==> src/rtl/piso_shift_register_tx_pkg.sv <==
// Shared types and helpers for the parallel-in, serial-out transmit register.
package piso_shift_register_tx_pkg;

  typedef enum logic {
    ST_IDLE  = 1'b0,
    ST_SHIFT = 1'b1
  } state_t;

  // Bit-counter width for an n-bit word; stays at least one bit wide.
  function automatic int unsigned cnt_width(input int unsigned n);
    return (n <= 2) ? 1 : $clog2(n);
  endfunction

endpackage

==> src/rtl/piso_bit_counter.sv <==
// Modulo-N up-counter with synchronous clear and enable; flags the terminal count.
module piso_bit_counter
  import piso_shift_register_tx_pkg::*;
#(
  parameter int unsigned N     = 4,
  parameter int unsigned CNT_W = cnt_width(N)
) (
  input  logic clk,
  input  logic rst_n,
  input  logic clr,
  input  logic en,
  output logic tc_c
);

  localparam logic [CNT_W-1:0] CNT_MAX = CNT_W'(N - 1);

  logic [CNT_W-1:0] cnt_q;

  // Clear wins over enable so a reload always restarts at bit zero.
  always_ff @(posedge clk or negedge rst_n) begin
    if (!rst_n) begin
      cnt_q <= '0;
    end else if (clr) begin
      cnt_q <= '0;
    end else if (en) begin
      cnt_q <= (cnt_q == CNT_MAX) ? '0 : cnt_q + CNT_W'(1);
    end
  end

  assign tc_c = (cnt_q == CNT_MAX);

endmodule

==> src/rtl/piso_shift_register_tx.sv <==
// Parallel-in, serial-out transmitter: load/ready handshake in, one bit per clock out.
module piso_shift_register_tx
  import piso_shift_register_tx_pkg::*;
#(
  parameter int unsigned N         = 4,
  parameter bit          LSB_FIRST = 1'b0
) (
  input  logic         clk,
  input  logic         rst_n,
  input  logic [N-1:0] din,
  input  logic         load,
  output logic         ready,
  output logic         sout,
  output logic         sout_valid,
  output logic         last
);

  localparam int unsigned CNT_W = cnt_width(N);

  state_t       state_q, state_d;
  logic [N-1:0] shreg_q, shreg_d;
  logic [N-1:0] shreg_shifted;
  logic         cnt_clr, cnt_en, cnt_tc;
  logic         accept;

  piso_bit_counter #(
    .N     (N),
    .CNT_W (CNT_W)
  ) u_bit_counter (
    .clk   (clk),
    .rst_n (rst_n),
    .clr   (cnt_clr),
    .en    (cnt_en),
    .tc_c  (cnt_tc)
  );

  // Outputs are decoded purely from registered state; din/load never reach them.
  assign sout_valid = (state_q == ST_SHIFT);
  assign last       = sout_valid && cnt_tc;
  assign ready      = (state_q == ST_IDLE) || last;
  assign sout       = sout_valid && (LSB_FIRST ? shreg_q[0] : shreg_q[N-1]);
  assign accept     = load && ready;

  assign shreg_shifted = LSB_FIRST ? {1'b0, shreg_q[N-1:1]} : {shreg_q[N-2:0], 1'b0};

  always_ff @(posedge clk or negedge rst_n) begin
    if (!rst_n) begin
      state_q <= ST_IDLE;
      shreg_q <= '0;
    end else begin
      state_q <= state_d;
      shreg_q <= shreg_d;
    end
  end

  // Next-state: an accept on the last bit reloads in place, giving gapless words.
  always_comb begin
    state_d = state_q;
    shreg_d = shreg_q;
    cnt_clr = 1'b0;
    cnt_en  = 1'b0;
    unique case (state_q)
      ST_IDLE: begin
        if (accept) begin
          shreg_d = din;
          cnt_clr = 1'b1;
          state_d = ST_SHIFT;
        end
      end
      ST_SHIFT: begin
        if (accept) begin
          shreg_d = din;
          cnt_clr = 1'b1;
        end else if (last) begin
          shreg_d = '0;
          cnt_clr = 1'b1;
          state_d = ST_IDLE;
        end else begin
          shreg_d = shreg_shifted;
          cnt_en  = 1'b1;
        end
      end
      default: begin
        state_d = ST_IDLE;
        shreg_d = '0;
        cnt_clr = 1'b1;
      end
    endcase
  end

endmodule

==> config.mk <==
export PLATFORM = sky130hd
export DESIGN_NAME = piso_shift_register_tx
export DESIGN_NICKNAME = d
export VERILOG_FILES = /design/src/rtl/piso_shift_register_tx_pkg.sv /design/src/rtl/piso_bit_counter.sv /design/src/rtl/piso_shift_register_tx.sv
export SDC_FILE = /design/constraint.sdc
export NUM_CORES = 1
export LEC_CHECK = 0
export BUFFER_PORTS_ARGS = -buffer_cell sky130_fd_sc_hd__buf_4
export CORE_AREA = 4 4 41 43
export CTS_BUF_LIST = sky130_fd_sc_hd__clkbuf_4
export DETAILED_ROUTE_END_ITERATION = 8
export DIE_AREA = 0 0 45 47
export GPL_TIMING_DRIVEN = 0
export PLACE_DENSITY = 0.53
export SLEW_MARGIN = 20
export SYNTH_ARGS = -nofsm -noshare
export SYNTH_HDL_FRONTEND = slang
export SYNTH_SLANG_ARGS = --single-unit
==> constraint.sdc <==
create_clock -name clk -period 2.9 [get_ports clk]
set_clock_uncertainty 0.05 [all_clocks]
set_input_delay 0.145 -clock clk [delete_from_list [all_inputs] [get_ports clk]]
set_output_delay 0.145 -clock clk [all_outputs]
set_load 0.005 [all_outputs]
==> results of run 1 <==
final cells by class:
| cell class | count | area, um^2 | area share [%] |
|---|---|---|---|
| Inverter | 5 | 18.8 | 3.45 |
| Clock buffer | 4 | 30.0 | 5.52 |
| Tap cell | 15 | 18.8 | 3.45 |
| Multi-Input combinational cell | 20 | 183 | 33.6 |
| Sequential cell | 7 | 175 | 32.2 |
| Buffer | 3 | 33.8 | 6.21 |
| Timing Repair Buffer | 11 | 85.1 | 15.6 |
worst max-delay path, cell delays in order (launching register included):
cell and delay [ps]:
dfrtp_1 400, ha_1 280, nand2b_4 160, buf_6 130, buf_4 130
layer usage:
metal	vias to the layer above	share of wire, %	GRT usage, %
met5	-	0	0
met2	12	42	16.1
met4	0	2.6	7.02
li1	153	-	-
met1	142	46	11.2
met3	3	9.1	6.13
registers in the layout, indices dropped and copies added, names as in the netlist:
signal	count
shreg_q	4
sout_valid	1
u_bit_counter.cnt_q	2
cells by family (layout without fill, tap and decap cells):
kind of cell,count (synthesis),count (layout)
compound gates,6,6
fa+ha+maj,1,1
buf+inv,8,23
flops,7,7
mux,4,4
simple gates,9,9
per-stage QoR:
step | utilization [%] | hold WS [ps] | instance area, um^2 | total power, mW
floorplan | - | -201 | 410 | 0.327
global placement | 38.8 | -89.0 | 504 | 0.393
detailed placement | 38.8 | -86.4 | 504 | 0.406
CTS | 41.8 | 93.7 | 544 | 0.512
global route | 41.8 | 86.9 | 544 | 0.547
finish | 41.8 | 98.1 | 544 | 0.503
power groups by stage:
stage,combinational [mW],sequential (mW),clock [mW]
3_5_place_dp,0.243,0.163,0
2_1_floorplan,0.170,0.157,0
4_1_cts,0.245,0.162,0.106
5_1_grt,0.269,0.166,0.113
3_3_place_gp,0.234,0.159,0
6_report,0.240,0.161,0.102
Yosys cell counts:
library cell,count
inv_1,5
nand2b_1,2
buf_6,3
nand3_1,4
nand2b_4,1
mux2i_1,4
dfrtp_1,7
o21ai_0,1
and2_1,2
o221ai_2,3
o32ai_1,1
ha_1,1
o22ai_2,1
timing repair:
| action | in CTS | in global routing |
|---|---|---|
| setup endpoints to repair | 0 | 0 |
| hold buffers | 1 | 0 |
| hold endpoints to repair | 7 | 0 |
final timing paths:
check	cells past startpoint	endpoint	slack, ps	from
hold reg to reg	1	u_bit_counter.cnt_q[0]$_DFFE_PN0P_	470	u_bit_counter.cnt_q[0]$_DFFE_PN0P_
setup reg to reg	4	shreg_q[3]$_DFFE_PN0P_	1640	u_bit_counter.cnt_q[0]$_DFFE_PN0P_
max in group asynchronous	2	u_bit_counter.cnt_q[0]$_DFFE_PN0P_	2490	rst_n
hold / removal	3	shreg_q[2]$_DFFE_PN0P_	100	din[2]
min in group asynchronous	2	shreg_q[2]$_DFFE_PN0P_	180	rst_n
setup / recovery	4	ready	1340	u_bit_counter.cnt_q[0]$_DFFE_PN0P_
==> qor.txt, run 1 <==
Status: finished, final reports clean
Tmin final: 1560 ps
Worst Tran Pin Value: 185 ps
Post-route ant nets: 0
Number of I/O pins: 11
CTS clk-pin slew, worst paths: 50 ps
Synthesized area: 410 um^2
Setup Buffers After CTS: 0
Root Buffer: clkbuf_4
Simple-gate share of the synthesized area: 14.3%
Yosys Warn Count: 0
Global route overflow: 0
Syn Inst Count: 35
Commonest non-fill, non-tap cell in the layout: buf_4
Vias in the first global route: 350
Combinational share of power: 47.7%
Fillers: 140
Net Sw Frac: 33.7%
Max-slew violations: 0
Crit path max fanout: 7
P_leak: 0.257 nW
Global-route wire length before repair: 1500 um
Placed cells: 60
Depth of the CTS H-tree: 1
Startpoint Class: flip-flop
Resize count post-CTS: 0
Fraction of layout cells with a size suffix above 1: 44.0%
N_diodes: 0
Highest-count cells in the layout ignoring fill and taps: 10 x buf_4, 7 x dfrtp_1, 5 x inv_1
Tot GR Track Use: 10.6%
Chip width: 45 um
Post-Place Worst Slack: 1610 ps
Seq/Total Area, Yosys: 42.7%
Clock sink count: 7
Die area: 2120 um^2
Via Count: 310
Layout net count: 59
IR drop worst, VDD: 0.000377 V
IO Port Bufs: 10
Xor-xnor portion of the synthesized cell area: 0%
Setup TNS: 0 ps
Initial core utilization: 31.5%
Hpwl dp: 622 um
CTS tree: built
Pint: 0.333 mW
Die H: 47 um
Maximum root-to-sink buffer count: 2
Final setup viols: 0
WL final: 834 um
Main combinational cell family by area after synthesis: compound AO/OA/AOI/OAI gates
Ranking of synthesized cells by area: dfrtp_1 43%, o221ai_2 11%, mux2i_1 9.8%, buf_6 8.2%, nand3_1 4.9%
DRC: 0
Core ar.: 1300 um^2
P_sw: 0.169 mW
CP Class: reg -> out
Mux cell area share after synthesis: 9.76%
Initial DRC count: 3
PwrDens: 923 nW/um^2
Max Cap Violations: 0
Largest net degree at the start of global routing: 11
Average routed wire per standard cell: 12.8 um
Area Growth Syn to Fin: 32.6%
Critical Path End Type: output pin
Clock Power Share: 20.3%
Rel. slew slack: 87.3%
Syn_area_per_cell: 11.7 um^2
Max frequency: 641 MHz
Inserted Clock Buffers: 3
Hold Crit Class: in -> reg
Yosys top cell by area: dfrtp_1
Final Hold Vio Count: 0
Yosys reg bits: 7
Initial antenna violation count: 0
Final worst path period share: 53.8%
Cell Count, Final, Fillers Out: 65
Avg Vias per Cell: 4.77
Post-synth top area share: 42.7%
Row Count: 13
Worst skew pair latency: 260 ps
DRT Pass-1 Iters: 4
Post-synth cell types: 13
Adder-cell area share of the yosys netlist: 3.05%
Final Wtd Congestion: 0.697
Share of power burned in registers: 32.0%
CP required: 2710 ps
PnR worst setup slack: 1340 ps
Crit path DAT: 1370 ps
Post-synthesis compound-gate area fraction: 17.4%
RSZ-0062 raised after global routing: no
Syn Nets: 43
(Power assumes the default switching activity.)
==> run 2: changes to the inputs <==
Settings changed: ABC_AREA set to 1, PLACE_DENSITY 0.53 to 0.51.
Clock period 2.9 ns to 1.4 ns, I/O delays scaled along.
==> run 2 against run 1 <==
  * Worst setup slack lost 1300 ps
  * Utilization decreased by 1.9 points
  * Hold slack worse by 90 ps
  * Via count increased by 10%
  * Synthesized cell count increased by 43%
  * First-iteration DRC count is 33% higher
  * Final area decreased by 4.6%
  * Sequential power increased by 110%
  * Global-route usage is 1.9 points lower
  * Critical path type unchanged
==> qor.txt, run 2 <==
Synth cell count leaders: 12 x nand2_1, 12 x nor2_1, 8 x inv_1, 7 x dfrtp_1, 5 x nand3_1 (was 7 x dfrtp_1, 5 x inv_1, 4 x mux2i_1, 4 x nand3_1)
Biggest register: shreg_q (unchanged)
R2R cell count: 5 (was 4)
Hold_sp: load (was din[2])
CP Class: reg -> out (unchanged)
Depth of the CTS H-tree: 1 (unchanged)
Chip width: 45 um (unchanged)
Area Growth Syn to Fin: 39.3% (was 32.6%)
Post-synth top flop: dfrtp_1 (unchanged)
Avg Vias per Cell: 4.21 (was 4.77)
Status: finished, final reports clean (unchanged)
Syn Nets: 58 (was 43)
Synthesized area: 373 um^2 (was 410 um^2)
Setup Buffers After CTS: 0 (unchanged)
Startpoint Class: flip-flop (unchanged)
Hpwl dp: 532 um (was 622 um)
Highest-count cells in the layout ignoring fill and taps: 12 x nand2_1, 12 x nor2_1, 10 x buf_4, 7 x inv_1, 7 x dfrtp_1 (was 10 x buf_4, 7 x dfrtp_1, 5 x inv_1)
Syn_area_per_cell: 7.46 um^2 (was 11.7 um^2)
Row Count: 13 (unchanged)
Max frequency: 754 MHz
Tot GR Track Use: 8.66% (was 10.6%)
Largest net degree at the start of global routing: 10 (was 11)
Worst skew pair latency: 250 ps (was 260 ps)
P_leak: 0.308 nW (was 0.257 nW)
Rel. slew slack: 88.4% (was 87.3%)
Crit path DAT: 1210 ps (was 1370 ps)
Final Hold Vio Count: 0 (unchanged)
Worst Tran Pin Value: 175 ps (was 185 ps)
Initial core utilization: 28.7% (was 31.5%)
Die area: 2120 um^2 (unchanged)
CTS tree: built (unchanged)
Layout net count: 75 (was 59)
Yosys Warn Count: 0 (unchanged)
Yosys reg bits: 7 (unchanged)
Die H: 47 um (unchanged)
Slowest cell on crit path: dfrtp_1 (unchanged)
Setup TNS: 0 ps (unchanged)
Global route overflow: 0 (unchanged)
Core ar.: 1300 um^2 (unchanged)
EDFF count, synth: 0 (unchanged)
IR drop worst, VDD: 0.000703 V (was 0.000377 V)
CP required: 1280 ps (was 2710 ps)
Crit path cell chain: ha_2 > inv_2 > nand2_1 > buf_4 (was ha_1 > nand2b_4 > buf_6 > buf_4)
RR Startpoint: u_bit_counter.cnt_q[0]$_DFFE_PN0P_ (unchanged)
Yosys top cell by area: dfrtp_1 (unchanged)
Multi-input combinational cell area: 155 um^2 (was 183 um^2)
IO Port Bufs: 10 (unchanged)
R2R Setup Slk: 250 ps (was 1640 ps)
Top delay family on crit path: flip-flops (unchanged)
Fillers: 154 (was 140)
Final setup viols: 0 (unchanged)
Hold Crit Class: in -> reg (unchanged)
Maximum root-to-sink buffer count: 2 (unchanged)
RSZ-0062 raised after global routing: no (unchanged)
WP depth: 4 (unchanged)
Syn Inst Count: 50 (was 35)
DRT Pass-1 Iters: 5 (was 4)
Register area: 175 um^2 (unchanged)
Number of I/O pins: 11 (unchanged)
Cell depth of the worst hold path: 3 (unchanged)
Crit path max fanout: 5 (was 7)
Vias in the first global route: 280 (was 350)
Ys async rst share: 100% (unchanged)
Global-route wire length before repair: 1230 um (was 1500 um)
Clock sink count: 7 (unchanged)
Critical Path End Type: output pin (unchanged)
Post-synth cell types: 11 (was 13)
Average routed wire per standard cell: 9.10 um (was 12.8 um)
Final Wtd Congestion: 0.712 (was 0.697)
Max Cap Violations: 0 (unchanged)
N_diodes: 0 (unchanged)
Max reg flops: 4 (unchanged)
DRC: 0 (unchanged)
Fraction of layout cells with a size suffix above 1: 30.3% (was 44.0%)
Initial DRC count: 4 (was 3)
Max-slew violations: 0 (unchanged)
Initial antenna violation count: 0 (unchanged)
Final worst path period share: 94.8%
Post-route ant nets: 0 (unchanged)
Root Buffer: clkbuf_4 (unchanged)
Hold path endpoint: sout_valid$_DFF_PN0_ (was shreg_q[2]$_DFFE_PN0P_)
Ranking of synthesized cells by area: dfrtp_1 47%, nand2_1 12%, nor2_1 12%, inv_1 8.1%, nand3_1 6.7% (was dfrtp_1 43%, o221ai_2 11%, mux2i_1 9.8%, buf_6 8.2%, nand3_1 4.9%)
Seq/Total Area, Yosys: 47.0% (was 42.7%)
Crit Reg-Reg Endpoint: shreg_q[1]$_DFFE_PN0P_ (was shreg_q[3]$_DFFE_PN0P_)
CTS clk-pin slew, worst paths: 50 ps (about the same)
WL final: 737 um (was 834 um)
PwrDens: 1880 nW/um^2 (was 923 nW/um^2)
Buf/Inv on CP: 2 (unchanged)
Tmin final: 1330 ps
Via Count: 341 (was 310)
Inserted Clock Buffers: 3 (unchanged)
Post-synth top area share: 47.0% (was 42.7%)
Max stage delay on crit path: 400 ps (about the same)
Power Total: 0.977 mW (was 0.503 mW)
==> run 2: cell types whose count changed in the layout (fill, tap and decap cells not counted), moves of 2 or more <==
cell and delta:
inv_1 +2, nor2_1 +12, and2_1 -2, mux2i_1 -4
nand2b_1 -2, o221ai_2 -3, inv_2 +2, buf_6 -2
nand2_1 +12
==> run 2: cells by family (layout without fill, tap and decap cells) <==
group	Yosys count	in the layout	share of synthesized area [%]
flops	7	7	47.0
buf+inv	10	26	12.1
simple gates	30	30	33.9
fa+ha+maj	1	1	3.36
compound gates	2	2	3.69
==> run 2: stage by stage <==
| step | cell area, um^2 | setup WS (ps) | hold WS [ps] | cells | util [%] |
|---|---|---|---|---|---|
| final | 519 | 73.3 | 7.87 | 81 | 39.9 |
| after CTS | 517 | 23.4 | 3.23 | 81 | 39.7 |
| after floorplan | 373 | 305 | -276 | 50 | - |
| after global placement | 467 | 202 | -160 | 75 | 35.9 |
| after global routing | 519 | 19.0 | 11.1 | 81 | 39.9 |
| after detailed placement | 467 | 212 | -160 | 75 | 35.9 |
==> run 2: final cells by class <==
class	count	area share [%]
sequential	7	33.7
multi-input combinational	33	29.9
timing repair buffer	12	18.3
inverter	9	6.51
clock buffer	4	5.78
tap	15	3.61
buffer	1	2.17
==> run 2: timing repair <==
action,CTS,global route
endpoints found under the hold margin,8,0
hold buffers,2,0
setup endpoints to repair,1,1
resized for setup,1,1
==> run 2: worst max-delay path by stage <==
| stage | from | end | slack [ps] |
|---|---|---|---|
| after floorplan | u_bit_counter.cnt_q[0]$_DFFE_PN0P_ | shreg_q[0]$_DFFE_PN0P_ | 300 |
| after global placement | u_bit_counter.cnt_q[0]$_DFFE_PN0P_ | shreg_q[1]$_DFFE_PN0P_ | 200 |
| after detailed placement | u_bit_counter.cnt_q[0]$_DFFE_PN0P_ | shreg_q[0]$_DFFE_PN0P_ | 210 |
| after CTS | u_bit_counter.cnt_q[0]$_DFFE_PN0P_ | ready | 20 |
| after global routing | u_bit_counter.cnt_q[0]$_DFFE_PN0P_ | ready | 20 |
| final | u_bit_counter.cnt_q[0]$_DFFE_PN0P_ | ready | 70 |
==> run 2: report_power, final <==
part	switching (mW)	total (mW)	internal [mW]
clock	0.0790	0.207	0.128
sequential	0.0464	0.335	0.289
combinational	0.226	0.434	0.208
total	0.351	0.977	0.625
==> run 2: worst register-to-register path: stages, from the launching register on <==
cell	delay [ps]
dfrtp_1	400
ha_2	210
a21oi_2	190
nor2_1	60
nor2_1	90
nor2_1	50
==> run 2: per-layer routing <==
layer | GRT usage [%] | share of wire (%) | vias to the layer above
li1 | - | - | 180
met1 | 10.6 | 46 | 151
met2 | 11.0 | 44 | 8
met3 | 6.90 | 8.5 | 2
met4 | 3.51 | 0.81 | 0
met5 | 0 | 0 | -
